### config.mk
export PLATFORM = sky130hd
export DESIGN_NAME = vga_timing_gen
export DESIGN_NICKNAME = d
export VERILOG_FILES = /design/src/rtl/vga_pkg.sv /design/src/rtl/vga_sync_delay.sv /design/src/rtl/vga_timing_gen.sv
export SDC_FILE = /design/constraint.sdc
export NUM_CORES = 1
export LEC_CHECK = 0
export ABC_AREA = 1
export CORE_MARGIN = 4
export CORE_UTILIZATION = 47
export CTS_BUF_LIST = sky130_fd_sc_hd__clkbuf_4 sky130_fd_sc_hd__clkbuf_8
export DETAILED_ROUTE_END_ITERATION = 7
export DONT_BUFFER_PORTS = 1
export PLACE_DENSITY_LB_ADDON = 0.08
export SLEW_MARGIN = 20
export SYNTH_ARGS = -nofsm -noshare
export SYNTH_HDL_FRONTEND = slang
export SYNTH_SLANG_ARGS = --single-unit
export TNS_END_PERCENT = 50
### constraint.sdc
create_clock -name clk -period 1.4 [get_ports clk]
set_input_delay 0.35 -clock clk [delete_from_list [all_inputs] [get_ports clk]]
set_output_delay 0.35 -clock clk [all_outputs]
set_load 0.01 [all_outputs]
### src/rtl/vga_pkg.sv
// vga_pkg: shared 640x480@60 timing constants and the sync bundle type
package vga_pkg;

    localparam int COORD_W = 10;

    localparam int VGA_H_VISIBLE = 640;
    localparam int VGA_H_FRONT   = 16;
    localparam int VGA_H_SYNC    = 96;
    localparam int VGA_H_BACK    = 48;
    localparam int VGA_V_VISIBLE = 480;
    localparam int VGA_V_FRONT   = 10;
    localparam int VGA_V_SYNC    = 2;
    localparam int VGA_V_BACK    = 33;

    localparam int VGA_H_TOTAL  = VGA_H_VISIBLE + VGA_H_FRONT + VGA_H_SYNC + VGA_H_BACK;
    localparam int VGA_V_TOTAL  = VGA_V_VISIBLE + VGA_V_FRONT + VGA_V_SYNC + VGA_V_BACK;
    localparam int VGA_HS_START = VGA_H_VISIBLE + VGA_H_FRONT;
    localparam int VGA_HS_END   = VGA_HS_START + VGA_H_SYNC;
    localparam int VGA_VS_START = VGA_V_VISIBLE + VGA_V_FRONT;
    localparam int VGA_VS_END   = VGA_VS_START + VGA_V_SYNC;

    typedef struct packed {
        logic hs;
        logic vs;
        logic von;
    } sync_bundle_t;

endpackage

### src/rtl/vga_sync_delay.sv
// vga_sync_delay: ce-gated shift register of sync bundles with a reset load value
import vga_pkg::*;

module vga_sync_delay #(
    parameter int           DEPTH   = 2,
    parameter sync_bundle_t RST_VAL = '0
) (
    input  logic         clk,
    input  logic         reset,
    input  logic         ce,
    input  sync_bundle_t d,
    output sync_bundle_t q
);

    if (DEPTH == 0) begin : g_pass
        assign q = d;
    end else begin : g_shift
        sync_bundle_t stage_q [DEPTH];
        // shift one stage per pixel; every stage reloads the idle value on reset
        always_ff @(posedge clk) begin
            if (reset) begin
                for (int i = 0; i < DEPTH; i++) stage_q[i] <= RST_VAL;
            end else if (ce) begin
                stage_q[0] <= d;
                for (int i = 1; i < DEPTH; i++) stage_q[i] <= stage_q[i-1];
            end
        end
        assign q = stage_q[DEPTH-1];
    end

endmodule

### src/rtl/vga_timing_gen.sv
// vga_timing_gen: pixel/line counters with delayed hsync, vsync and video_on
import vga_pkg::*;

module vga_timing_gen #(
    parameter int   H_VISIBLE = VGA_H_VISIBLE,
    parameter int   H_FRONT   = VGA_H_FRONT,
    parameter int   H_SYNC    = VGA_H_SYNC,
    parameter int   H_BACK    = VGA_H_BACK,
    parameter int   V_VISIBLE = VGA_V_VISIBLE,
    parameter int   V_FRONT   = VGA_V_FRONT,
    parameter int   V_SYNC    = VGA_V_SYNC,
    parameter int   V_BACK    = VGA_V_BACK,
    parameter logic SYNC_POL  = 1'b0,
    parameter int   PIPE_DLY  = 2
) (
    input  logic               clk,
    input  logic               reset,
    input  logic               pix_ce,
    output logic [COORD_W-1:0] pixel_column,
    output logic [COORD_W-1:0] pixel_row,
    output logic               hsync,
    output logic               vsync,
    output logic               video_on,
    output logic               frame_start
);

    localparam int H_TOTAL  = H_VISIBLE + H_FRONT + H_SYNC + H_BACK;
    localparam int V_TOTAL  = V_VISIBLE + V_FRONT + V_SYNC + V_BACK;
    localparam int HS_START = H_VISIBLE + H_FRONT;
    localparam int HS_END   = HS_START + H_SYNC;
    localparam int VS_START = V_VISIBLE + V_FRONT;
    localparam int VS_END   = VS_START + V_SYNC;
    localparam sync_bundle_t IDLE = '{hs: ~SYNC_POL, vs: ~SYNC_POL, von: 1'b0};

    if (H_TOTAL > (1 << COORD_W) || V_TOTAL > (1 << COORD_W)) begin : g_bad_total
        $error("vga_timing_gen: timing totals do not fit the coordinate width");
    end
    if (PIPE_DLY < 0 || PIPE_DLY > 7) begin : g_bad_dly
        $error("vga_timing_gen: PIPE_DLY must be within 0..7");
    end

    logic [COORD_W-1:0] h_cnt_q, h_cnt_d, v_cnt_q, v_cnt_d;
    logic               frame_start_q, frame_start_d;
    logic               h_wrap, v_wrap;
    sync_bundle_t       raw, dly;

    // next counter values and the undelayed sync/active flags for the current position
    always_comb begin
        h_wrap        = h_cnt_q == COORD_W'(H_TOTAL - 1);
        v_wrap        = v_cnt_q == COORD_W'(V_TOTAL - 1);
        h_cnt_d       = h_wrap ? '0 : h_cnt_q + 1'b1;
        v_cnt_d       = !h_wrap ? v_cnt_q : v_wrap ? '0 : v_cnt_q + 1'b1;
        frame_start_d = pix_ce && h_wrap && v_wrap;
        raw.von       = (h_cnt_q < COORD_W'(H_VISIBLE)) && (v_cnt_q < COORD_W'(V_VISIBLE));
        raw.hs        = (h_cnt_q >= COORD_W'(HS_START) && h_cnt_q < COORD_W'(HS_END)) ? SYNC_POL : ~SYNC_POL;
        raw.vs        = (v_cnt_q >= COORD_W'(VS_START) && v_cnt_q < COORD_W'(VS_END)) ? SYNC_POL : ~SYNC_POL;
    end

    // counters advance on pixel enables; frame_start is a single-clk pulse after the frame wrap
    always_ff @(posedge clk) begin
        if (reset) begin
            h_cnt_q       <= '0;
            v_cnt_q       <= '0;
            frame_start_q <= 1'b0;
        end else begin
            frame_start_q <= frame_start_d;
            if (pix_ce) begin
                h_cnt_q <= h_cnt_d;
                v_cnt_q <= v_cnt_d;
            end
        end
    end

    vga_sync_delay #(
        .DEPTH   (PIPE_DLY),
        .RST_VAL (IDLE)
    ) u_dly (
        .clk   (clk),
        .reset (reset),
        .ce    (pix_ce),
        .d     (raw),
        .q     (dly)
    );

    assign pixel_column = h_cnt_q;
    assign pixel_row    = v_cnt_q;
    assign hsync        = dly.hs;
    assign vsync        = dly.vs;
    assign video_on     = dly.von;
    assign frame_start  = frame_start_q;

endmodule

======== Word level (Yosys, flattened, before mapping) ========
Memory sizes are Yosys's and may differ from the RTL's.
Index checks and enable logic that the tools add are counted.
Widths: inputs -> output; s select.
cells by class
  reduce and logical (&&, ||, !) cells .... 6
  eq/ne operators ......................... 2
  magnitude comparators ................... 6
  bitwise operators ....................... 2
  $add $sub $neg .......................... 2
  multiplexer cells ....................... 11
operators with widths
  cell                   count
  $add 10x1->10 const B  2
  $eq 10x10->1 const B   2
  $lt 10x10->1 const B   2
  $lt 10x9->1 const B    2
  $mux 10                2
  $ge 10x10->1 const B   1
  $ge 10x9->1 const B    1
  $mux 1                 7
  $mux 3                 2
  $logic_and 1x1->1      5
  $or 1x1->1             2
  $reduce_and 2->1       1
storage, ports and cells
  output and inout port bits .............. 24
  bits in registers ....................... 21
  input port bits ......................... 3
  memories kept ........................... 1
  bits in writable memories ............... 6
memory list
  memory                 words  bits a word  rd ports  clocked after memory_dff  write ports  line                  RTL
  u_dly.g_shift.stage_q  2      3            2         0                         2            vga_sync_delay.sv:18  sync_bundle_t stage_q [DEPTH];

======== Depth between registers and ports, before layout ========
  depth in word-level cells ............... 4
  depth in mapped cells ................... 9
  mapped depth without buffers ............ 9

======== Modules after synthesis ========
From an unflattened synthesis, not the netlist that was laid out.
second synthesis, totals
  cells, all modules ...................... 207
  area total of the unflattened synthesis .. 1455.1 µm²
by module, submodules not included
  module          instances  seq. area each (µm²)  area an instance (µm²)  cells an instance
  vga_timing_gen  1          420.4                 1186.1                  181
  vga_sync_delay  1          180.2                 269.0                   26

======== Worst setup path before layout ========
Ideal clock, no wire load.
  path type ............................... reg-to-reg
  start point ............................. reg h_cnt_q[0], in the netlist pixel_column[0]
  end point ............................... reg v_cnt_q[5], in the netlist pixel_row[5]
  arrival time ............................ 1.283 ns
  cell stages (with the launch flop) ...... 9
  required time ........................... 1.282 ns
  path slack .............................. -0.001 ns
  cells stage by stage .................... dfxtp_1 > ha_1 > nand2_1 > nor2_4 > nand4_4 > nor2_1 > nor2_1 > nand2_1 > nor2_1
between the ends
  cells in the longest elaborated chain, start to end .. 2
ends and longest elaborated chain
  item                               line                  RTL
  start, declared                    vga_timing_gen.sv:42  logic [COORD_W-1:0] h_cnt_q, h_cnt_d, v_cnt_q, v_cnt_d;
  start signal, assigned             vga_timing_gen.sv:68  h_cnt_q <= h_cnt_d;
  $eq 10x10->1                       vga_timing_gen.sv:49  h_wrap = h_cnt_q == COORD_W'(H_TOTAL - 1);
  $reduce_and 2->1 (no source line)  -
  end signal, assigned               vga_timing_gen.sv:69  v_cnt_q <= v_cnt_d;
  end, declared                      vga_timing_gen.sv:42
No other way between the ends.
A chain may end at the register's enable or synchronous reset.

======== Worst setup path in the final report ========
  start point ............................. reg h_cnt_q[1], in the netlist pixel_column[1]
  end point ............................... reg v_cnt_q[8], in the netlist pixel_row[8]
The elaborated chain is that of the path after synthesis.

==> qor.txt <==
Crit end category: flop
Sink Count: 27
Die ar.: 0.00417 mm²
Final setup fails: 0
Final #Nets: 238
Layout area overhead: 25.6%
Hold Path Sink: pixel_row[0]
First-pass GRT wire length: 5930 µm
P_leak: 0.750 nW
Setup Skew: 0.0116 ns
Vias/cell: 5.04
CP Data Required Time: 1.65 ns
Vias in the first global route: 1,340
Finished Core Util: 61.8%
Avg Inst Size Synth: 7.48 µm²
Final period util: 99.0%
Fmax: 0.721 GHz
Num CTS Buffers: 3
Peak supply drop: 0.000335 V
Routed wire length: 3660 µm
Yosys cell types: 29
I/O Buffers: 0
Hold path cells: 1
CP max FO: 8
Clk slew on worst S/H paths: 0.16 ns
Fill count: 298
Yosys warns: 0
All-Layer GR Usage: 17.9%
Overall via count from detail_route: 1,382
Capture point of the worst reg-to-reg path: pixel_row[8]
Root Driver: clkbuf_4
Total of max-cap violations: 0
Die width: 64.5 µm
Num rows: 20
CP startpoint kind: flop
H-Tree Depth: 1
# placed instances: 268
N_diodes: 0
Reg2Reg Depth: 8
Gpl congestion: 0.881
Post-synth EDFFs: 6
Reg2Reg Launch Point: pixel_column[1]
Critical path class: reg -> reg
Status: complete, no violations
Max Transition Viols Final: 0
Worst slew margin: 76.8%
CTS tree: yes
Sequential element share of the synthesized area: 40.0%
Worst EP arrival: 1.63 ns
Pre-antenna DRT Iters: 4
Gate Count Post-Synth: 201
Core area: 0.00305 mm²
Slew @ Worst Pin: 0.345 ns
Share of layout cells above drive strength 1: 34.8%
Congestion Overflow GR: 0
Initial Util: 49.2%
Flop-to-flop setup slack: 0.01 ns
Final ANT Viol Nets: 0
CTS Hold Bufs: 0
Mapped Area: 0.00150 mm²
Io pins: 27
Fin. Hold Viols: 0
RSZ-0062 raised after global routing: true
Seq cells post-synth: 27
Post-synth top flop: dfxtp_1
Routed WL per cell: 13.4 µm
Syn nets: 208
Power per cell area: 653 mW/mm²
Die height: 64.5 µm
Worst-Skew Late Latency: 0.34 ns
Min Tclk post-route: 1.39 ns
Antenna violations before repair: 0
Ys async rst share: 0%
Largest net degree at the start of global routing: 16
Drc violations: 0
Max clock buf depth: 2
Total Neg Setup Slack: 0 ns
Post-DP HPWL: 2690 µm
Hold slack final: 0.0464 ns
Worst hold start: reset
Cell Count, Final, Fillers Out: 274
Worst hold path class: in -> reg
1st-iter DRT viols: 74
==> sequential cells by signal, summed over array words and instances (netlist names) <==
register and flops:
frame_start 1, pixel_column 10, pixel_row 10, u_dly.g_shift.stage_q 6
==> cell type report <==
class	count	area, µm²	area share [%]
clock buffers	3	22.5	1.19
clock inverters	1	5.00	0.265
inverters	34	128	6.76
multi-input cells	138	855	45.3
flip-flops and latches	27	616	32.6
well taps	44	55.1	2.92
repair buffers	27	206	10.9
==> critical path, cell delays in order, from the launching register on <==
cell and delay (ns):
dfxtp_4 0.40, ha_4 0.17, nand2_4 0.06, nor2_4 0.14, nand4_4 0.19, nor2_2 0.16
nor2_2 0.08, nand2_1 0.08, nor2_2 0.03
==> power by group <==
| part | total, mW | switching [mW] | internal, mW |
|---|---|---|---|
| logic | 0.0651 | 0.0399 | 0.0252 |
| clock network | 0.352 | 0.244 | 0.108 |
| registers | 0.816 | 0.00990 | 0.806 |
==> synthesized netlist by cell type, types with 2 or more instances <==
master | number | area (µm²)
nor2_4 | 3 | 33.8
ha_1 | 4 | 50.1
dfxtp_1 | 21 | 420
nor3_1 | 7 | 35.0
edfxtp_1 | 6 | 180
inv_2 | 5 | 18.8
nand3_1 | 14 | 70.1
o21ai_1 | 5 | 25.0
a21oi_1 | 6 | 30.0
nor2_2 | 5 | 31.3
inv_1 | 29 | 109
nor2_1 | 26 | 97.6
xor2_1 | 4 | 35.0
nor3_2 | 2 | 20.0
nand4_1 | 5 | 31.3
nand2_1 | 36 | 135
nand3_2 | 4 | 40.0
nand2_2 | 4 | 25.0
o21ai_0 | 5 | 25.0
==> cell usage in the layout, fill, tap and decap left out, drive strengths merged <==
cell type / netlist / layout
nor3b: 1 / 1
o22ai: 1 / 1
or2: 2 / 2
nand4: 6 / 6
xor2: 4 / 4
o2111ai: 1 / 1
clkbuf: 1 / 3
edfxtp: 6 / 6
clkinv: 0 / 1
a21oi: 6 / 6
a31oi: 1 / 1
dfxtp: 21 / 21
nor2: 34 / 34
nand3: 18 / 18
inv: 34 / 34
nand2: 40 / 40
buf: 1 / 27
o21ai: 10 / 10
nor3: 10 / 10
ha: 4 / 4
==> worst max path at each step <==
stage | from | to | slack (ns) | depth (start not counted)
floorplan | pixel_column[1] | pixel_row[5] | 0.04 | 8
global placement | pixel_row[0] | pixel_row[8] | 0.04 | 9
detailed placement | pixel_row[0] | pixel_row[5] | -0.03 | 9
CTS | pixel_column[0] | pixel_row[5] | 0.008 | 8
global route | pixel_column[1] | pixel_row[8] | -0.08 | 8
finish | pixel_column[1] | pixel_row[8] | 0.01 | 8
==> metal layers <==
layer | vias up | track usage (%) | wire (µm)
met5 | - | 0 | 0
met4 | 0 | 6.33 | 80
met3 | 8 | 2.95 | 130
met2 | 26 | 28.0 | 1670
met1 | 643 | 24.9 | 1780
li1 | 705 | - | -
==> repair_timing <==
action,4_1_cts,5_1_grt
setup buffers,0,2
pin swaps,3,20
endpoints found under the setup margin,5,14
resized for setup,5,27
==> per-stage QoR <==
stage          setup slack (ns)  total power [mW]  cell area (µm²)
2_1_floorplan            0.0357             0.876             1500
6_report                 0.0138              1.23             1890
4_1_cts                 0.00803              1.23             1780
5_1_grt                 -0.0838              1.28             1890
3_5_place_dp            -0.0303             0.886             1740
3_3_place_gp             0.0354             0.884             1740
==> cell families after synthesis <==
| family | synth area share, % |
|---|---|
| buf+inv | 9.24 |
| flops | 40.0 |
| compound gates | 6.74 |
| xor+xnor | 2.33 |
| fa+ha+maj | 3.33 |
| simple gates | 38.4 |
(Power assumes the default switching activity.)
